## config.mk

```make
export PLATFORM = sky130hd
export DESIGN_NAME = hamming_secded_enc_stream_flat
export DESIGN_NICKNAME = d
export VERILOG_FILES = /design/src/rtl/hamming_pkg.sv /design/src/rtl/hamming_secded_enc_stream_if.sv /design/src/rtl/hamming_enc_core.sv /design/src/rtl/hamming_secded_enc_stream.sv /design/src/flat_wrapper.sv
export SDC_FILE = /design/constraint.sdc
export NUM_CORES = 1
export LEC_CHECK = 0
export ABC_AREA = 1
export CORE_MARGIN = 5
export CORE_UTILIZATION = 52
export DETAILED_ROUTE_END_ITERATION = 6
export PLACE_DENSITY_LB_ADDON = 0.05
export SKIP_LAST_GASP = 1
export SLEW_MARGIN = 5
export SYNTH_ARGS = -nofsm -noshare
export SYNTH_HDL_FRONTEND = slang
export SYNTH_SLANG_ARGS = --single-unit
```

## constraint.sdc

```tcl
create_clock -name clk -period 4.2 [get_ports clk]
set_clock_uncertainty 0.15 [all_clocks]
set_input_delay 0.84 -clock clk [delete_from_list [all_inputs] [get_ports clk]]
set_output_delay 0.84 -clock clk [all_outputs]
set_load 0.02 [all_outputs]
```

## src/rtl/hamming_pkg.sv

```systemverilog
`default_nettype none
// ==========================================================================
// hamming_pkg: widths, bit positions, injection codes and SECDED encode
// Rev 1.0
// ==========================================================================
package hamming_pkg;

  localparam int c_DATA_W = 7;
  localparam int c_CODE_W = 12;

  localparam int c_POS_D1 = 3;
  localparam int c_POS_D2 = 5;
  localparam int c_POS_D3 = 6;
  localparam int c_POS_D4 = 7;
  localparam int c_POS_D5 = 9;
  localparam int c_POS_D6 = 10;
  localparam int c_POS_D7 = 11;

  localparam logic [1:0] c_INJ_NONE   = 2'd0;
  localparam logic [1:0] c_INJ_SINGLE = 2'd1;
  localparam logic [1:0] c_INJ_DOUBLE = 2'd2;
  localparam logic [1:0] c_INJ_RSVD   = 2'd3;

  typedef enum logic [1:0] {
    OCC_EMPTY = 2'd0,
    OCC_ONE   = 2'd1,
    OCC_FULL  = 2'd2
  } occ_state_t;

  function automatic logic [c_CODE_W:1] hamming_encode(input logic [c_DATA_W:1] d);
    logic [c_CODE_W:1] c;
    c           = '0;
    c[c_POS_D1] = d[1];
    c[c_POS_D2] = d[2];
    c[c_POS_D3] = d[3];
    c[c_POS_D4] = d[4];
    c[c_POS_D5] = d[5];
    c[c_POS_D6] = d[6];
    c[c_POS_D7] = d[7];
    c[1]        = c[3] ^ c[5] ^ c[7] ^ c[9] ^ c[11];
    c[2]        = c[3] ^ c[6] ^ c[7] ^ c[10] ^ c[11];
    c[4]        = c[5] ^ c[6] ^ c[7];
    c[8]        = c[9] ^ c[10] ^ c[11];
    // Overall parity makes the full 12-bit word even.
    c[12]       = ^c[11:1];
    return c;
  endfunction

endpackage
`default_nettype wire

```

## src/rtl/hamming_secded_enc_stream_if.sv

```systemverilog
`default_nettype none
// ==========================================================================
// hamming_secded_enc_stream_if: input/output stream bundle of the encoder
// Rev 1.0 -- inj_mode/inj_pos present only with HAMMING_ERR_INJ_EN
// ==========================================================================
interface hamming_secded_enc_stream_if #(
  parameter int CNT_W = 16
);
  import hamming_pkg::*;

  logic                s_valid;
  logic                s_ready;
  logic [c_DATA_W:1]   s_data;
  logic                m_valid;
  logic                m_ready;
  logic [c_CODE_W:1]   m_code;
  logic [CNT_W-1:0]    word_cnt;
`ifdef HAMMING_ERR_INJ_EN
  logic [1:0]          inj_mode;
  logic [3:0]          inj_pos;

  modport master (
    output s_valid, s_data, m_ready, inj_mode, inj_pos,
    input  s_ready, m_valid, m_code, word_cnt
  );
  modport slave (
    input  s_valid, s_data, m_ready, inj_mode, inj_pos,
    output s_ready, m_valid, m_code, word_cnt
  );
`else
  modport master (
    output s_valid, s_data, m_ready,
    input  s_ready, m_valid, m_code, word_cnt
  );
  modport slave (
    input  s_valid, s_data, m_ready,
    output s_ready, m_valid, m_code, word_cnt
  );
`endif

endinterface
`default_nettype wire

```

## src/rtl/hamming_enc_core.sv

```systemverilog
`default_nettype none
// ==========================================================================
// hamming_enc_core: combinational SECDED(12,7) encode with optional
// error injection (HAMMING_ERR_INJ_EN). Rev 1.0
// ==========================================================================
module hamming_enc_core
  import hamming_pkg::*;
(
  input  logic [c_DATA_W:1] i_data,
`ifdef HAMMING_ERR_INJ_EN
  input  logic [1:0]        i_inj_mode,
  input  logic [3:0]        i_inj_pos,
`endif
  output logic [c_CODE_W:1] o_code
);

  logic [c_CODE_W:1] w_clean;
  logic [c_CODE_W:1] w_flip;

  assign w_clean = hamming_encode(i_data);

`ifdef HAMMING_ERR_INJ_EN
  logic [c_CODE_W:1] w_pos_hot;

  // Positions outside 1..12 decode to an all-zero mask, so they flip nothing.
  always_comb begin
    w_pos_hot = '0;
    for (int i = 1; i <= c_CODE_W; i++) begin
      if (i_inj_pos == 4'(i)) w_pos_hot[i] = 1'b1;
    end
  end

  always_comb begin
    w_flip = '0;
    case (i_inj_mode)
      c_INJ_SINGLE: w_flip = w_pos_hot;
      c_INJ_DOUBLE: w_flip = (|w_pos_hot) ? (w_pos_hot | {1'b1, 11'b0}) : '0;
      c_INJ_NONE,
      c_INJ_RSVD:   w_flip = '0;
    endcase
  end
`else
  assign w_flip = '0;
`endif

  assign o_code = w_clean ^ w_flip;

endmodule
`default_nettype wire

```

## src/rtl/hamming_secded_enc_stream.sv

```systemverilog
`default_nettype none
// ==========================================================================
// hamming_secded_enc_stream: streaming SECDED encoder, 2-entry output buffer
// Rev 1.0 -- optional error injection via HAMMING_ERR_INJ_EN
// ==========================================================================
module hamming_secded_enc_stream
  import hamming_pkg::*;
#(
  parameter int CNT_W = 16
)
(
  input  logic                        clk,
  input  logic                        rst,
  hamming_secded_enc_stream_if.slave  bus
);

  occ_state_t        r_state;
  logic [c_CODE_W:1] r_head;
  logic [c_CODE_W:1] r_tail;
  logic              r_m_valid;
  logic [CNT_W-1:0]  r_word_cnt;

  logic [c_CODE_W:1] w_enc;
  logic              w_s_ready;
  logic              w_push;
  logic              w_pop;

  hamming_enc_core u_core (
    .i_data     (bus.s_data),
`ifdef HAMMING_ERR_INJ_EN
    .i_inj_mode (bus.inj_mode),
    .i_inj_pos  (bus.inj_pos),
`endif
    .o_code     (w_enc)
  );

  // Ready depends on occupancy only; rst gating keeps it low while in reset.
  assign w_s_ready = !rst && (r_state != OCC_FULL);
  assign w_push    = bus.s_valid && w_s_ready;
  assign w_pop     = r_m_valid && bus.m_ready;

  always_ff @(posedge clk) begin
    if (rst) begin
      r_state    <= OCC_EMPTY;
      r_head     <= '0;
      r_tail     <= '0;
      r_m_valid  <= 1'b0;
      r_word_cnt <= '0;
    end else begin
      if (w_push) r_word_cnt <= r_word_cnt + CNT_W'(1);
      case (r_state)
        OCC_EMPTY: begin
          if (w_push) begin
            r_head    <= w_enc;
            r_m_valid <= 1'b1;
            r_state   <= OCC_ONE;
          end
        end
        OCC_ONE: begin
          if (w_push && w_pop) begin
            r_head <= w_enc;
          end else if (w_push) begin
            r_tail  <= w_enc;
            r_state <= OCC_FULL;
          end else if (w_pop) begin
            r_m_valid <= 1'b0;
            r_state   <= OCC_EMPTY;
          end
        end
        OCC_FULL: begin
          if (w_pop) begin
            r_head  <= r_tail;
            r_state <= OCC_ONE;
          end
        end
        default: begin
          r_m_valid <= 1'b0;
          r_state   <= OCC_EMPTY;
        end
      endcase
    end
  end

  assign bus.s_ready  = w_s_ready;
  assign bus.m_valid  = r_m_valid;
  assign bus.m_code   = r_head;
  assign bus.word_cnt = r_word_cnt;

endmodule
`default_nettype wire

```

## src/flat_wrapper.sv

```systemverilog
// flat-port wrapper written by rule: the top's interface ports become plain ports
module hamming_secded_enc_stream_flat import hamming_pkg::*;
#(
  parameter int CNT_W = 16
)
  (clk, rst, bus_s_valid, bus_s_data, bus_m_ready, bus_s_ready, bus_m_valid, bus_m_code, bus_word_cnt);
  hamming_secded_enc_stream_if #(.CNT_W(CNT_W)) bus_i ();
  input  logic clk;
  input  logic rst;
  input wire logic [$bits(bus_i.s_valid)-1:0] bus_s_valid;
  input wire logic [$bits(bus_i.s_data)-1:0] bus_s_data;
  input wire logic [$bits(bus_i.m_ready)-1:0] bus_m_ready;
  output wire logic [$bits(bus_i.s_ready)-1:0] bus_s_ready;
  output wire logic [$bits(bus_i.m_valid)-1:0] bus_m_valid;
  output wire logic [$bits(bus_i.m_code)-1:0] bus_m_code;
  output wire logic [$bits(bus_i.word_cnt)-1:0] bus_word_cnt;
  assign bus_i.s_valid = bus_s_valid;
  assign bus_i.s_data = bus_s_data;
  assign bus_i.m_ready = bus_m_ready;
  assign bus_s_ready = bus_i.s_ready;
  assign bus_m_valid = bus_i.m_valid;
  assign bus_m_code = bus_i.m_code;
  assign bus_word_cnt = bus_i.word_cnt;
  hamming_secded_enc_stream #(.CNT_W(CNT_W)) u_core (.clk(clk), .rst(rst), .bus(bus_i));
endmodule
```

==> impl_metrics.tcl, run 1 <==
set metrics [dict create \
    synth_edf_count 0 \
    first_global_vias 1804 \
    first_iter_violations 124 \
    power.total_mw 0.884 \
    syn_avg_cell_area_um2 6.78 \
    viasPerCell 4.95 \
    area_delta_synth_final_pct 25.0 \
    ctsResizeCount 0 \
    hold_depth 2 \
    worstHoldEndpoint "u_core.r_tail[3]$_SDFFE_PP0P_" \
    r2r-start "u_core.r_state[1]$_SDFFE_PP0P_" \
    fp.dieW_um 73.6 \
    yosysSeqAreaShare_pct 41.0 \
    clock_latency_ps 290 \
    nets 361 \
    arrival_ps 2180 \
    cts.clk_slew.worst_paths_ps 80 \
    relSlewSlack_pct 67.8 \
    synth_area_um2 2100 \
    register_area_um2 861 \
    finalHoldViolCount 0 \
    cts_buffers 5 \
    ys_async_sr_fraction_pct 0 \
    num_io_pins 41 \
    drv_slew 0 \
    postPlaceCellArea_um2 2520 \
    holdCritStartpoint "u_core.r_tail[3]$_SDFFE_PP0P_" \
    timing.setup.tns_ps 0 \
    placementRows 23 \
    dp_hpwl_mm 3.31 \
    core_area_um2 3970 \
    drc 0 \
    final_common_cell "nand2_1" \
    clock-sinks 43 \
    wire_per_inst_um 11.2 \
    cts-hold-fix-buffers 0 \
    num_antenna_cells 0 \
    path_max_fanout 17 \
    max_clock_freq_mhz 316 \
    gp_congestion 0.833 \
    fillCellCount 383 \
    vias 1981 \
    power_density_nw_per_um2 337 \
    die_h_um 73.6 \
    post-cts-setup-buffers 0 \
    worstMarginPinSlew_ps 481 \
    antenna_found_initial 0 \
    critPathKind "input port to primary output" \
    ir_worst_vdd_v 0.000194 \
    worstRegToRegCells 7 \
    rsz0062_at_grt "false" \
    grt_max_degree 29 \
    endpoint_kind "primary output" \
    fin_crit_sh_pct 75.4 \
    clockBufferDepth 2 \
    cts_root_buffer "clkbuf_8" \
    worst-r2r-setup-slack_ps 2080 \
    final_cell_mix "73 x nand2_1, 52 x nor2_1, 43 x dfxtp_1" \
    drv_cap 0 \
    wl_mm 4.47 \
    stdcell_area_um2 2630 \
    worstSetupStartpoint "rst" \
    portBuffers 40 \
    fin_crit_ps 3170 \
    grt-ovfl-total 0 \
    track_usage_pct 18.0 \
    setup_viol 0 \
    start_kind "input port" \
    multi_input_area_um2 1070 \
    grt_first_pass_wirelength_mm 7.78 \
    synth-main-ff-cell "dfxtp_1" \
    initial_core_util_pct 52.9 \
    htree_num_levels 2 \
    yosys_warnings 0 \
    status "finished clean" \
    required_ps 3210 \
    hp-class "flip-flop to flip-flop" \
    ys_ff_latch 43 \
    synth_cells 310 \
    p_leak_nw 1.08 \
    synthDistinctLibCells 28 \
    design.die.area_um2 5410 \
    cts_tree "yes" \
    drt_pre_antenna_iters 4 \
    layout-drive-gt1-share_pct 4.86 \
    ant_nets 0 \
    synth_nets 322 \
    r2r_end "u_core.bus.m_code[4]$_SDFFE_PP0P_" \
]
[power by group]
part	total [mW]	switching, mW	internal [mW]
Clock	0.286	0.136	0.150
Sequential	0.441	0.0119	0.429
Combinational	0.156	0.0921	0.0644
Total	0.884	0.240	0.644
[flip-flops by register name, indices dropped and copies added (netlist names)]
name / cells
u_core.bus.m_code: 12
u_core.bus.m_valid: 1
u_core.bus.word_cnt: 16
u_core.r_state: 2
u_core.r_tail: 12
[cell usage after synthesis (3+ instances only)]
cell / instances / area share (%)
nor3_1: 5 / 1.2
xor2_1: 7 / 2.9
buf_2: 4 / 0.95
nand2_1: 73 / 13
clkbuf_1: 3 / 0.54
a21oi_1: 24 / 5.7
o21ai_1: 3 / 0.71
xnor2_1: 3 / 1.3
dfxtp_1: 43 / 41
nor2_1: 52 / 9.3
nand3_1: 15 / 3.6
o21ai_0: 33 / 7.9
inv_1: 28 / 5.0
[stage by stage]
stage	worst slack, ps	std cells	hold slack (ps)	utilization (%)
floorplan	1710	310	275	-
global placement	1030	392	285	63.6
detailed placement	1040	392	305	63.6
CTS	1030	400	316	66.1
global route	953	400	346	66.1
finish	1030	400	315	66.1
[layout make-up]
cell class,instances,share of cell area [%]
multi-input combinational,226,40.8
sequential,43,32.8
timing repair buffer,42,15.8
inverter,31,4.43
clock buffer,8,3.81
tap,50,2.38
[cells by family after synthesis]
group	count (synthesis)	share of synthesized area (%)
simple gates	153	31.1
compound gates	62	15.0
flops	43	41.0
buf+inv	41	8.10
xor+xnor	10	4.17
fa+ha+maj	1	0.595
[worst max path at each step]
stage | end | cells after the start | slack (ps)
after global placement | bus_s_ready | 4 | 1030
after CTS | bus_s_ready | 4 | 1030
after detailed placement | bus_s_ready | 4 | 1040
final | bus_s_ready | 4 | 1030
after floorplan | bus_s_ready | 3 | 1710
after global routing | bus_s_ready | 5 | 950
[critical path, cell delays in order]
cell and delay, ps:
clkdlybuf4s50_1 390, buf_4 200, nor2_1 110, clkdlybuf4s50_1 630
[layer usage]
layer / GRT usage, % / up-vias / wire [um]
met1: 24.6 / 860 / 2290
met5: 0 / - / 0
met3: 4.51 / 4 / 256
met2: 27.7 / 48 / 1880
met4: 6.04 / 0 / 40
li1: - / 1069 / -
No activity file was read; power rests on OpenSTA's default activity.
==> run 2, diff against run 1 <==
Settings changed: CORE_UTILIZATION 52 to 51.
Clock period 4.2 ns to 2.95 ns, I/O delays scaled along.
==> impl_metrics.tcl, run 2 (same netlist as run 1, synthesis figures left out) <==
set metrics [dict create \
    dp_hpwl_mm 3.48 \
    die_h_um 74.2 \
    cts_root_buffer "clkbuf_8" \
    final_common_cell "nand2_1" \
    path_max_fanout 4 \
    worstMarginPinSlew_ps 379 \
    track_usage_pct 18.4 \
    power_frac_seq_pct 50.9 \
    fin_crit_ps 2520 \
    fin_cells 403 \
    placementRows 23 \
    clkPwrFrac_pct 30.6 \
    ctsResizeCount 0 \
    hp-class "flip-flop to flip-flop" \
    portBuffers 40 \
    layout-drive-gt1-share_pct 5.95 \
    clock-sinks 43 \
    vias 2014 \
    clockBufferDepth 2 \
    nets 364 \
    viasPerCell 5.00 \
    postPlaceCellArea_um2 2550 \
    intPower_mw 0.871 \
    initial_core_util_pct 52.5 \
    ant_nets 0 \
    required_ps 2210 \
    dp.cells 395 \
    switching_share_pct 29.4 \
    post-cts-setup-buffers 0 \
    gp_congestion 0.823 \
    cts-hold-fix-buffers 0 \
    drv_cap 0 \
    rsz0062_at_grt "false" \
    area_delta_synth_final_pct 25.5 \
    first_global_vias 1879 \
    clock_latency_ps 300 \
    drv_slew 0 \
    largest_reg_flops 16 \
    num_antenna_cells 0 \
    first_iter_violations 108 \
    core_area_um2 4000 \
    antenna_found_initial 0 \
    p_leak_nw 1.08 \
    grt_first_pass_wirelength_mm 8.00 \
    switching_power_mw 0.362 \
    num_io_pins 41 \
    final_cell_mix "73 x nand2_1, 52 x nor2_1, 43 x dfxtp_1" \
    wl_mm 4.70 \
    htree_num_levels 2 \
    drt_pre_antenna_iters 5 \
    timing.setup.tns_ps 0 \
    grt-ovfl-total 0 \
    grt_max_degree 29 \
    setup_viol 0 \
    start_kind "input port" \
    cts.clk_slew.worst_paths_ps 80 \
    relSlewSlack_pct 74.7 \
    fp.dieW_um 74.2 \
    arrival_ps 1780 \
    endpoint_kind "primary output" \
    status "finished clean" \
    wire_per_inst_um 11.7 \
    drc 0 \
    cts_buffers 5 \
    ir_worst_vdd_v 0.000312 \
    finalHoldViolCount 0 \
    max_clock_freq_mhz 397 \
    combPwrFrac_pct 18.5 \
    stdcell_area_um2 2640 \
    critPathKind "input port to primary output" \
    fin_crit_sh_pct 85.4 \
    cts_tree "yes" \
    power_density_nw_per_um2 468 \
    design.die.area_um2 5500 \
    power.total_mw 1.23 \
]
==> run 2: worst paths after layout <==
check                           cells past startpoint                            end                      startpoint  slack, ps
worst min register to register                      2  u_core.r_tail[3]$_SDFFE_PP0P_   u_core.r_tail[3]$_SDFFE_PP0P_        310
worst max register to register                      9  u_core.r_tail[1]$_SDFFE_PP0P_  u_core.r_state[1]$_SDFFE_PP0P_       1030
worst min-delay path                                2  u_core.r_tail[3]$_SDFFE_PP0P_   u_core.r_tail[3]$_SDFFE_PP0P_        310
worst max-delay path                                3                    bus_s_ready                             rst        430
==> run 2: cell type report <==
cell class / count / area [um2]
fillers: 382 / 1360
multi-input cells: 226 / 1070
flip-flops and latches: 43 / 861
repair buffers: 45 / 438
inverters: 31 / 116
clock buffers: 5 / 68.8
well taps: 50 / 62.6
clock inverters: 3 / 20.0
==> run 2: per-layer routing <==
layer  track usage [%]  up-vias  wire length [um]
met4              6.04        0                53
met1              24.3      894              2340
met3              3.11        5               258
li1                  -     1075                 -
met2              30.5       40              2040
met5                 0        -                 0
==> run 2: metrics by stage <==
stage	worst slack, ps	hold WS (ps)	utilization (%)
final	431	312	65.9
after detailed placement	422	296	63.7
after CTS	420	308	65.9
after floorplan	962	275	-
after global routing	361	336	65.9
after global placement	451	286	63.7
==> run 2: power by group through the flow <==
stage / logic (mW) / registers (mW) / clock network, mW
2_1_floorplan: 0.116 / 0.666 / 0
3_3_place_gp: 0.225 / 0.642 / 0
3_5_place_dp: 0.228 / 0.642 / 0
4_1_cts: 0.229 / 0.628 / 0.384
5_1_grt: 0.254 / 0.633 / 0.401
6_report: 0.228 / 0.628 / 0.377
==> run 2: worst max-delay path, cell delays in order <==
cell and delay (ps):
clkdlybuf4s50_1 450, nor2_1 130, clkdlybuf4s50_1 610
==> run 3, diff against run 2 <==
Settings changed: CTS_CLUSTER_SIZE set to 25.
==> results of run 3 <==
Same layout as run 2: the final DEF is identical, and so are final timing and power.
